<file path="src/rtl/frame_gen_param.sv">
// Parameterised Ethernet-style frame generator: IDLE -> START -> DATA -> EOF,
// with fixed, incrementing or PRBS payload and a programmable inter-frame gap.
module frame_gen_param #(
  parameter int          DATA_WIDTH    = 64,
  parameter int          CTRL_WIDTH    = DATA_WIDTH / 8,
  parameter logic [7:0]  IDLE_CODE     = 8'h07,
  parameter logic [7:0]  START_CODE    = 8'hFB,
  parameter logic [7:0]  EOF_CODE      = 8'hFD,
  parameter logic [7:0]  PREAMBLE_BYTE = 8'h55,
  parameter logic [7:0]  FILL_BYTE     = 8'hAA,
  parameter int          MAX_CYCLES    = 188,
  parameter logic [31:0] LFSR_SEED     = 32'hFFFF_FFFF
) (
  input  logic                              clk,
  input  logic                              i_rst_n,
  input  logic                              i_enable,
  input  logic [1:0]                        i_mode,
  input  logic [$clog2(MAX_CYCLES+1)-1:0]   i_payload_cycles,
  input  logic [7:0]                        i_ipg_cycles,
  output logic [DATA_WIDTH-1:0]             o_tx_data,
  output logic [CTRL_WIDTH-1:0]             o_tx_ctrl,
  output logic                              o_frame_done,
  output logic [15:0]                       o_frame_count,
  output logic                              o_busy
);

  localparam int LEN_W = $clog2(MAX_CYCLES + 1);

  localparam logic [DATA_WIDTH-1:0] IDLE_WORD  = {CTRL_WIDTH{IDLE_CODE}};
  localparam logic [DATA_WIDTH-1:0] START_WORD = {{(CTRL_WIDTH-1){PREAMBLE_BYTE}}, START_CODE};
  localparam logic [DATA_WIDTH-1:0] EOF_WORD   = {{(CTRL_WIDTH-1){IDLE_CODE}}, EOF_CODE};
  localparam logic [DATA_WIDTH-1:0] FILL_WORD  = {CTRL_WIDTH{FILL_BYTE}};

  typedef enum logic [1:0] {S_IDLE, S_START, S_DATA, S_EOF} state_t;

  state_t            state;
  logic [1:0]        mode_q;
  logic [LEN_W-1:0]  len_q;
  logic [LEN_W-1:0]  data_cnt;
  logic [LEN_W-1:0]  len_clamped;
  logic [7:0]        ipg_q;
  logic              ipg_valid;
  logic [7:0]        idle_cnt;
  logic [7:0]        gap_raw;
  logic [7:0]        gap_min;
  logic              idle_done;
  logic [7:0]        byte_off;
  logic [31:0]       lfsr;
  logic [DATA_WIDTH-1:0] inc_word;
  logic [DATA_WIDTH-1:0] data_word;

  // x^32 + x^22 + x^2 + x + 1, advanced 32 single-bit steps.
  function automatic logic [31:0] lfsr_adv32(input logic [31:0] s);
    logic [31:0] r;
    r = s;
    for (int i = 0; i < 32; i++)
      r = {r[30:0], r[31] ^ r[21] ^ r[1] ^ r[0]};
    return r;
  endfunction

  // Until the first START has latched a gap, the live port value sets the gap.
  assign gap_raw   = ipg_valid ? ipg_q : i_ipg_cycles;
  assign gap_min   = (gap_raw == 8'd0) ? 8'd1 : gap_raw;
  assign idle_done = ({1'b0, idle_cnt} + 9'd1) >= {1'b0, gap_min};

  always_comb begin
    // NOTE: every always_comb output gets a default first so no path can infer a latch.
    len_clamped = i_payload_cycles;
    if (i_payload_cycles == '0)
      len_clamped = LEN_W'(1);
    else if (i_payload_cycles > LEN_W'(MAX_CYCLES))
      len_clamped = LEN_W'(MAX_CYCLES);
  end

  always_comb begin
    inc_word = '0;
    for (int k = 0; k < CTRL_WIDTH; k++)
      inc_word[8*k +: 8] = byte_off + 8'(k);
  end

  always_comb begin
    data_word = FILL_WORD;
    case (mode_q)
      2'b01:   data_word = inc_word;
      2'b10:   data_word = {(DATA_WIDTH/32){lfsr}};
      default: data_word = FILL_WORD;
    endcase
  end

  // Outputs are registered from the current state, so they trail it by one cycle.
  always_ff @(posedge clk or negedge i_rst_n) begin
    if (!i_rst_n) begin
      state         <= S_IDLE;
      o_tx_data     <= IDLE_WORD;
      o_tx_ctrl     <= '1;
      o_frame_done  <= 1'b0;
      o_frame_count <= '0;
      o_busy        <= 1'b0;
      lfsr          <= LFSR_SEED;
      mode_q        <= '0;
      len_q         <= '0;
      data_cnt      <= '0;
      ipg_q         <= '0;
      ipg_valid     <= 1'b0;
      idle_cnt      <= '0;
      byte_off      <= '0;
    end else begin
      // NOTE: sequential state uses non-blocking assignments so every register samples pre-edge values.
      o_frame_done <= 1'b0;
      case (state)
        S_IDLE: begin
          o_tx_data <= IDLE_WORD;
          o_tx_ctrl <= '1;
          o_busy    <= 1'b0;
          if (idle_done && i_enable) begin
            state    <= S_START;
            idle_cnt <= '0;
          end else if (idle_cnt != 8'hFF) begin
            idle_cnt <= idle_cnt + 8'd1;
          end
        end
        S_START: begin
          o_tx_data <= START_WORD;
          o_tx_ctrl <= CTRL_WIDTH'(1);
          o_busy    <= 1'b1;
          mode_q    <= i_mode;
          len_q     <= len_clamped;
          ipg_q     <= i_ipg_cycles;
          ipg_valid <= 1'b1;
          lfsr      <= LFSR_SEED;
          byte_off  <= '0;
          data_cnt  <= '0;
          state     <= S_DATA;
        end
        S_DATA: begin
          o_tx_data <= data_word;
          o_tx_ctrl <= '0;
          o_busy    <= 1'b1;
          lfsr      <= lfsr_adv32(lfsr);
          byte_off  <= byte_off + 8'(CTRL_WIDTH);
          if (data_cnt == len_q - LEN_W'(1)) begin
            state    <= S_EOF;
            data_cnt <= '0;
          end else begin
            data_cnt <= data_cnt + LEN_W'(1);
          end
        end
        S_EOF: begin
          o_tx_data     <= EOF_WORD;
          o_tx_ctrl     <= '1;
          o_busy        <= 1'b1;
          o_frame_done  <= 1'b1;
          o_frame_count <= o_frame_count + 16'd1;
          idle_cnt      <= '0;
          state         <= S_IDLE;
        end
        default: state <= S_IDLE;
      endcase
    end
  end

endmodule

</file>
<file path="config.mk">
export PLATFORM = sky130hd
export DESIGN_NAME = frame_gen_param
export DESIGN_NICKNAME = d
export VERILOG_FILES = /design/src/rtl/frame_gen_param.sv
export SDC_FILE = /design/constraint.sdc
export NUM_CORES = 1
export LEC_CHECK = 0
export ABC_AREA = 1
export ABC_CLOCK_PERIOD_IN_PS = 6100
export BUFFER_PORTS_ARGS = -buffer_cell sky130_fd_sc_hd__buf_2
export CAP_MARGIN = 20
export CORE_ASPECT_RATIO = 1.5
export CORE_UTILIZATION = 40
export CTS_CLUSTER_SIZE = 14
export DETAILED_ROUTE_END_ITERATION = 6
export SLEW_MARGIN = 0
export SYNTH_ARGS = -nofsm -noshare
export SYNTH_HDL_FRONTEND = slang
export SYNTH_SLANG_ARGS = --single-unit
</file>
<file path="constraint.sdc">
create_clock -name clk -period 6.1 [get_ports clk]
set_input_delay 1.22 -clock clk [delete_from_list [all_inputs] [get_ports clk]]
set_output_delay 1.22 -clock clk [all_outputs]
set_load 0.005 [all_outputs]
</file>
# After elaboration in Yosys (flattened, before gate mapping)
# Cells that the tools add are included.
[word_totals]
input_bits = 21
reg_bits = 167
elab_cells = 164
[classes]
n_reduce_logical = 10
bitwise = 96
n_addsub = 13
eq_ne = 10
muxes = 19
n_lt_le_gt_ge = 2
[ops]
columns = ["operator", "n"]
rows = [
  ["one-hot mux 64 bit (4 select lines)", 1],
  ["one-hot mux 64 bit (2 select lines)", 1],
  ["bitwise XOR 1 bit", 96],
  ["one-hot mux 32 bit (2 select lines)", 1],
  ["2-to-1 mux 8 bit", 7],
  ["one-hot mux 8 bit (2 select lines)", 3],
  ["adder 8 x 3 -> 8 bit (second input constant)", 4],
  ["adder 8 x 1 -> 8 bit (second input constant)", 3],
  ["one-hot mux 8 bit (3 select lines)", 1],
  ["adder 16 x 1 -> 16 bit (second input constant)", 1],
  ["adder 8 x 2 -> 8 bit (second input constant)", 2],
  ["logical NOT 8 bit", 2],
  ["adder 8 x 1 -> 9 bit (second input constant)", 1],
  ["greater-or-equal comparator 9 x 8 -> 1 bit", 1],
  ["adder 8 x 4 -> 8 bit (second input constant)", 1],
  ["== test 8 bit", 1],
  ["greater-than comparator 8 bit (second input constant)", 1],
  ["!= test 8 bit (second input constant)", 1],
  ["one-hot mux 2 bit (4 select lines)", 1],
  ["subtractor 8 x 1 -> 8 bit (second input constant)", 1],
  ["== test 2 bit (second input constant)", 3],
  ["== test 2 x 1 -> 1 bit (second input constant)", 2],
  ["2-to-1 mux 2 bit", 2],
  ["!= test 2 bit (second input constant)", 2],
  ["other kinds (9)", 11],
]

# Depth between registers and ports, before layout
[logic_depth]
word_depth = 35
ltp_mapped = 55

# Worst setup path after synthesis
# Ideal clock, no wire load.
[synth_timing]
kind = "reg-to-reg"
start = "reg lfsr[0]"
end = "reg lfsr[0]"
path_buffers = 1
setup_slack_ps = 1438
stages_incl_launch_ff = 49
period_less_slack_ps = 4662
setup_ps = 76
arrival_time_ps = 4585
cell_sequence = "dfstp_2 buf_6 nor2_1 nor2_2 nand2_2 nand2_2 nand2_2 nand3_1 nand3_2 nand2_4 nand2_4 nand2_4 nand2_2 nand3_1 nand2_2 xnor2_1 inv_1 nand3_2 (+13 left out) nand2_2 inv_2 nand3_1 nand3_1 nand3_2 nand2_2 nand2_1 nand3b_1 nand2_2 clkinv_1 nand3_1 nand3_1 nand3_1 nand3_1 nand2_1 nand2_1 nand2_1 nor2_2"
[synth_between]
elab_chain_len = 33
[synth_lines]
columns = ["element", "line_no", "source"]
rows = [
  ["start, declared", "48", "logic [31:0] lfsr;"],
  ["start signal, assigned", "139", "lfsr <= lfsr_adv32(lfsr);"],
  ["bitwise XOR 1 bit (31 in series)", "57", "r = {r[30:0], r[31] ^ r[21] ^ r[1] ^ r[0]};"],
  ["bitwise XOR 1 bit *", "57", ""],
  ["one-hot mux 32 bit (2 select lines) *", "110", "case (state)"],
]
# Every way passes the cells marked *; elsewhere a longest branch is shown, timed or not.
# A chain may end at the register's enable or synchronous reset.

# Worst setup path in the final report
# Ends and elaborated chain as after synthesis.

==> results.md <==
Route:
- The routed layout has 6643 vias.
- For this run, design rule violations remaining after detail routing come to 0.
- The mean number of vias per cell is 4.94.
- Wires add up to 19700 um.
- The number of routed nets with antenna violations is 0.
- The per-cell routed wire length is 14.7 um.
- The detailed router finished its first iteration with 306 violations.
- The number of iterations in the first detailed-routing pass is 5.

STA:
- In the post-route analysis, the smallest setup slack over all paths is 0.668 ns.
- The setup skew after layout is 0.0188 ns.
- The post-route fraction of the period consumed by the critical path is 89.0%.
- The number of failing hold endpoints at the final stage was 0.
- The peak clock frequency supported by timing is 184 MHz.
- The number of slew-limit violations in the final report is 0.
- The setup violation total in the final timing report is 0.
- For the final routed database, the setup TNS stands at 0 ns.
- The smallest hold slack is 0.497 ns.
- The measured slew at the worst slew-check pin is 1.06 ns.
- The worst slew margin relative to its limit is 29.1%.
- The minimum clock period after layout is 5.43 ns.
- Setup repair after global routing left no endpoint under its margin.

Placement:
- The placement-stage worst setup slack is 0.726 ns.
- The detailed placer's ending HPWL is 14900 um.
- Buffers placed on the I/O ports in this run total 110.
- After detailed placement, the total cell area comes to 8830 um2.
- The congestion estimate from routability-driven global placement came to 0.933.

Clock tree:
- The clock tree synthesis step divided the H-tree into 4 levels.
- The count of instances resized after the clock tree is built is 0.
- Counting along the longest clock path gives a buffer depth of 2.
- The tree built by TritonCTS fans out to 143 sinks.
- The clock reaches the later pin of the worst-skew pair after 0.44 ns.
- The number of buffers inserted by hold repair at cts is 0.
- Post-CTS timing repair inserted 0 buffers for setup.
- The clock tree from TritonCTS is yes.
- The tree is rooted in a clkbuf_16.
- After clock tree synthesis, the clock-pin slew on the worst setup and hold paths is 0.06 ns.
- The number of buffers added by the clock tree synthesis step is 17.

Setup path:
- The kind of start point of the critical path is a register.
- The signal arrival time at the worst endpoint is 5.80 ns.
- The register-to-register setup slack is 0.67 ns.
- The type of the worst setup path is register to register.
- The highest net fanout along the worst path is 7.
- At the worst endpoint, the required time is 6.47 ns.
- The kind of end point of the critical path is a register.
- The most numerous cell type found on the critical path is nand3_1.
- Counting both buffers and inverters, the worst setup path holds a total of 2.
- The cell with the largest stage delay on the worst path is dfstp_2.
- The highest cell delay on the worst timing path is 0.65 ns.
- Grouping stages by cell kind, the critical path spends the most delay in simple AND/OR/NAND/NOR gates.

Outcome:
- The flow ran to the end, and the final reports show no timing, DRC or antenna violations.

Synth:
- After synthesis, the share of flip-flops with an asynchronous set or reset is 100%.
- The number of enable flip-flop cells after synthesis is 0.
- Of the post-synthesis cell area, the dominant cell type holds 28.2%.
- The synthesized net count is 1025.
- The share of the Yosys chip area taken by registers is 44.6%.
- Among all flip-flop cells after synthesis, the most frequent one is dfrtp_1.
- The count of yosys warnings during synthesis is 0.
- By count the netlist is led by nand2_1, inv_1, nand3_1.
- The cell type contributing the most total cell area after synthesis is dfrtp_1.
- The number of distinct standard cells referenced by the synthesized netlist is 42.
- After synthesis the cells add up to 8170 um2.
- The most repeated cell in the gate-level netlist after synthesis is nand2_1.
- Ranked by total cell area, the synthesized netlist is headed by dfrtp_1, dfstp_2, nand2_1.
- The post-synthesis register bit count is 143.
- The synthesized area divided by synthesized cell count is 8.30 um2.
- The count of mapped cells out of synthesis is 984.

Die:
- The die width is 119 um.
- The die is 177 um tall.
- The core outline area is 19900 um2.
- The number of placed I/O pins is 111.
- The area of the die is 21000 um2.
- The initial core utilization is 41.1%.
- The number of placement rows is 63.

GRT:
- The residual overflow from global routing is 0.
- Entering global routing, the biggest net connects 93 pins.
- The via count of the first global-routing pass came to 6615.
- In the global route stage, overall resource usage came out at 19.7%.
- The number of antenna violations at the first check in global routing is 0.
- The global-route wire length before repair is 32100 um.

Finish:
- The filler cells instantiated in the layout total 1981.
- Cells with a size suffix above 1 make up 25.0% of the layout.
- After routing the design area is 9430 um2.
- From synthesis to final layout, the design area changed by 15.4%.
- The net count of the finished layout is 1114.
- The register cell area after layout is 3640 um2.
- Summing all multi-input logic gate instances after layout gives 3680 um2.
- 0 antenna diodes ended up in the layout.

Hold path:
- The worst min-delay path category is register to register.

Job:
- The tool flagged a number of max-cap violations equal to 0.
==> through the flow <==
stage               instances  utilization (%)
CTS                      1346             47.5
detailed placement       1314             44.4
finish                   1346             47.5
global route             1346             47.5
global placement         1314             44.4
floorplan                 984                -
==> final timing paths <==
| kind | startpoint | to | cells past startpoint |
|---|---|---|---|
| min reg2reg | o_frame_count[15] | o_frame_count[15] | 2 |
| min in group asynchronous | i_rst_n | data_cnt[4] | 1 |
| min | o_frame_count[15] | o_frame_count[15] | 2 |
| max in group asynchronous | i_rst_n | o_frame_count[4] | 2 |
| max | lfsr[0] | lfsr[0] | 46 |
| max reg2reg | lfsr[0] | lfsr[0] | 46 |
==> sequential cells by signal, summed over array words and instances (netlist names) <==
name	count
mode_q	2
o_busy	1
ipg_valid	1
o_tx_data	49
idle_cnt	8
o_frame_done	1
lfsr	32
state	2
byte_off	5
o_frame_count	16
ipg_q	8
data_cnt	8
len_q	8
o_tx_ctrl	2
==> logic make-up after synthesis <==
| group | after synthesis | synth area share [%] |
|---|---|---|
| and+or+nand+nor | 423 | 25.5 |
| buffers and inverters | 200 | 10.4 |
| DFF | 143 | 44.6 |
| AOI/OAI and AO/OA | 129 | 8.86 |
| xor gates and xnor gates | 69 | 7.58 |
| adders and majority gates | 20 | 3.06 |
==> final cells by class <==
type	count	share of cell area, %
flip-flops and latches	143	38.6
clock inverters	10	1.45
clock buffers	22	4.92
repair buffers	115	6.30
inverters	155	6.22
well taps	260	3.45
multi-input cells	641	39.0
==> worst reg2reg max path: cells and delay by family, from the launching register on <==
| family | cells | cell delay, ns |
|---|---|---|
| flip-flops | 1 | 0.65 |
| buffers and inverters | 2 | 0.24 |
| AND/OR/NAND/NOR | 44 | 4.49 |
==> cells in the final DEF (no fill, tap or decap), types with 4 or more instances in the layout <==
cell	count
buf_4	5
o21ai_0	69
inv_1	144
o22ai_1	22
xnor2_1	34
dfrtp_1	92
nand3b_1	7
nor3_1	11
xor2_1	33
buf_2	109
nand3_1	98
inv_2	7
nand4_1	5
ha_1	20
a21oi_1	21
dfstp_2	51
nand2_4	10
nand2_1	185
a22oi_1	4
nor2_1	46
clkbuf_16	17
nand2_2	28
nand3_2	24
==> layer usage <==
metal	share of wire, %	vias up	track usage (%)
li1	-	3300	-
met1	41	3144	22.1
met2	51	153	35.0
met3	3.6	46	3.61
met4	4.2	0	11.3
met5	0	-	0
Power is left out: the tool's default activity adds up to more than one toggle a clock period on the data nets, which glitch-free logic cannot reach.
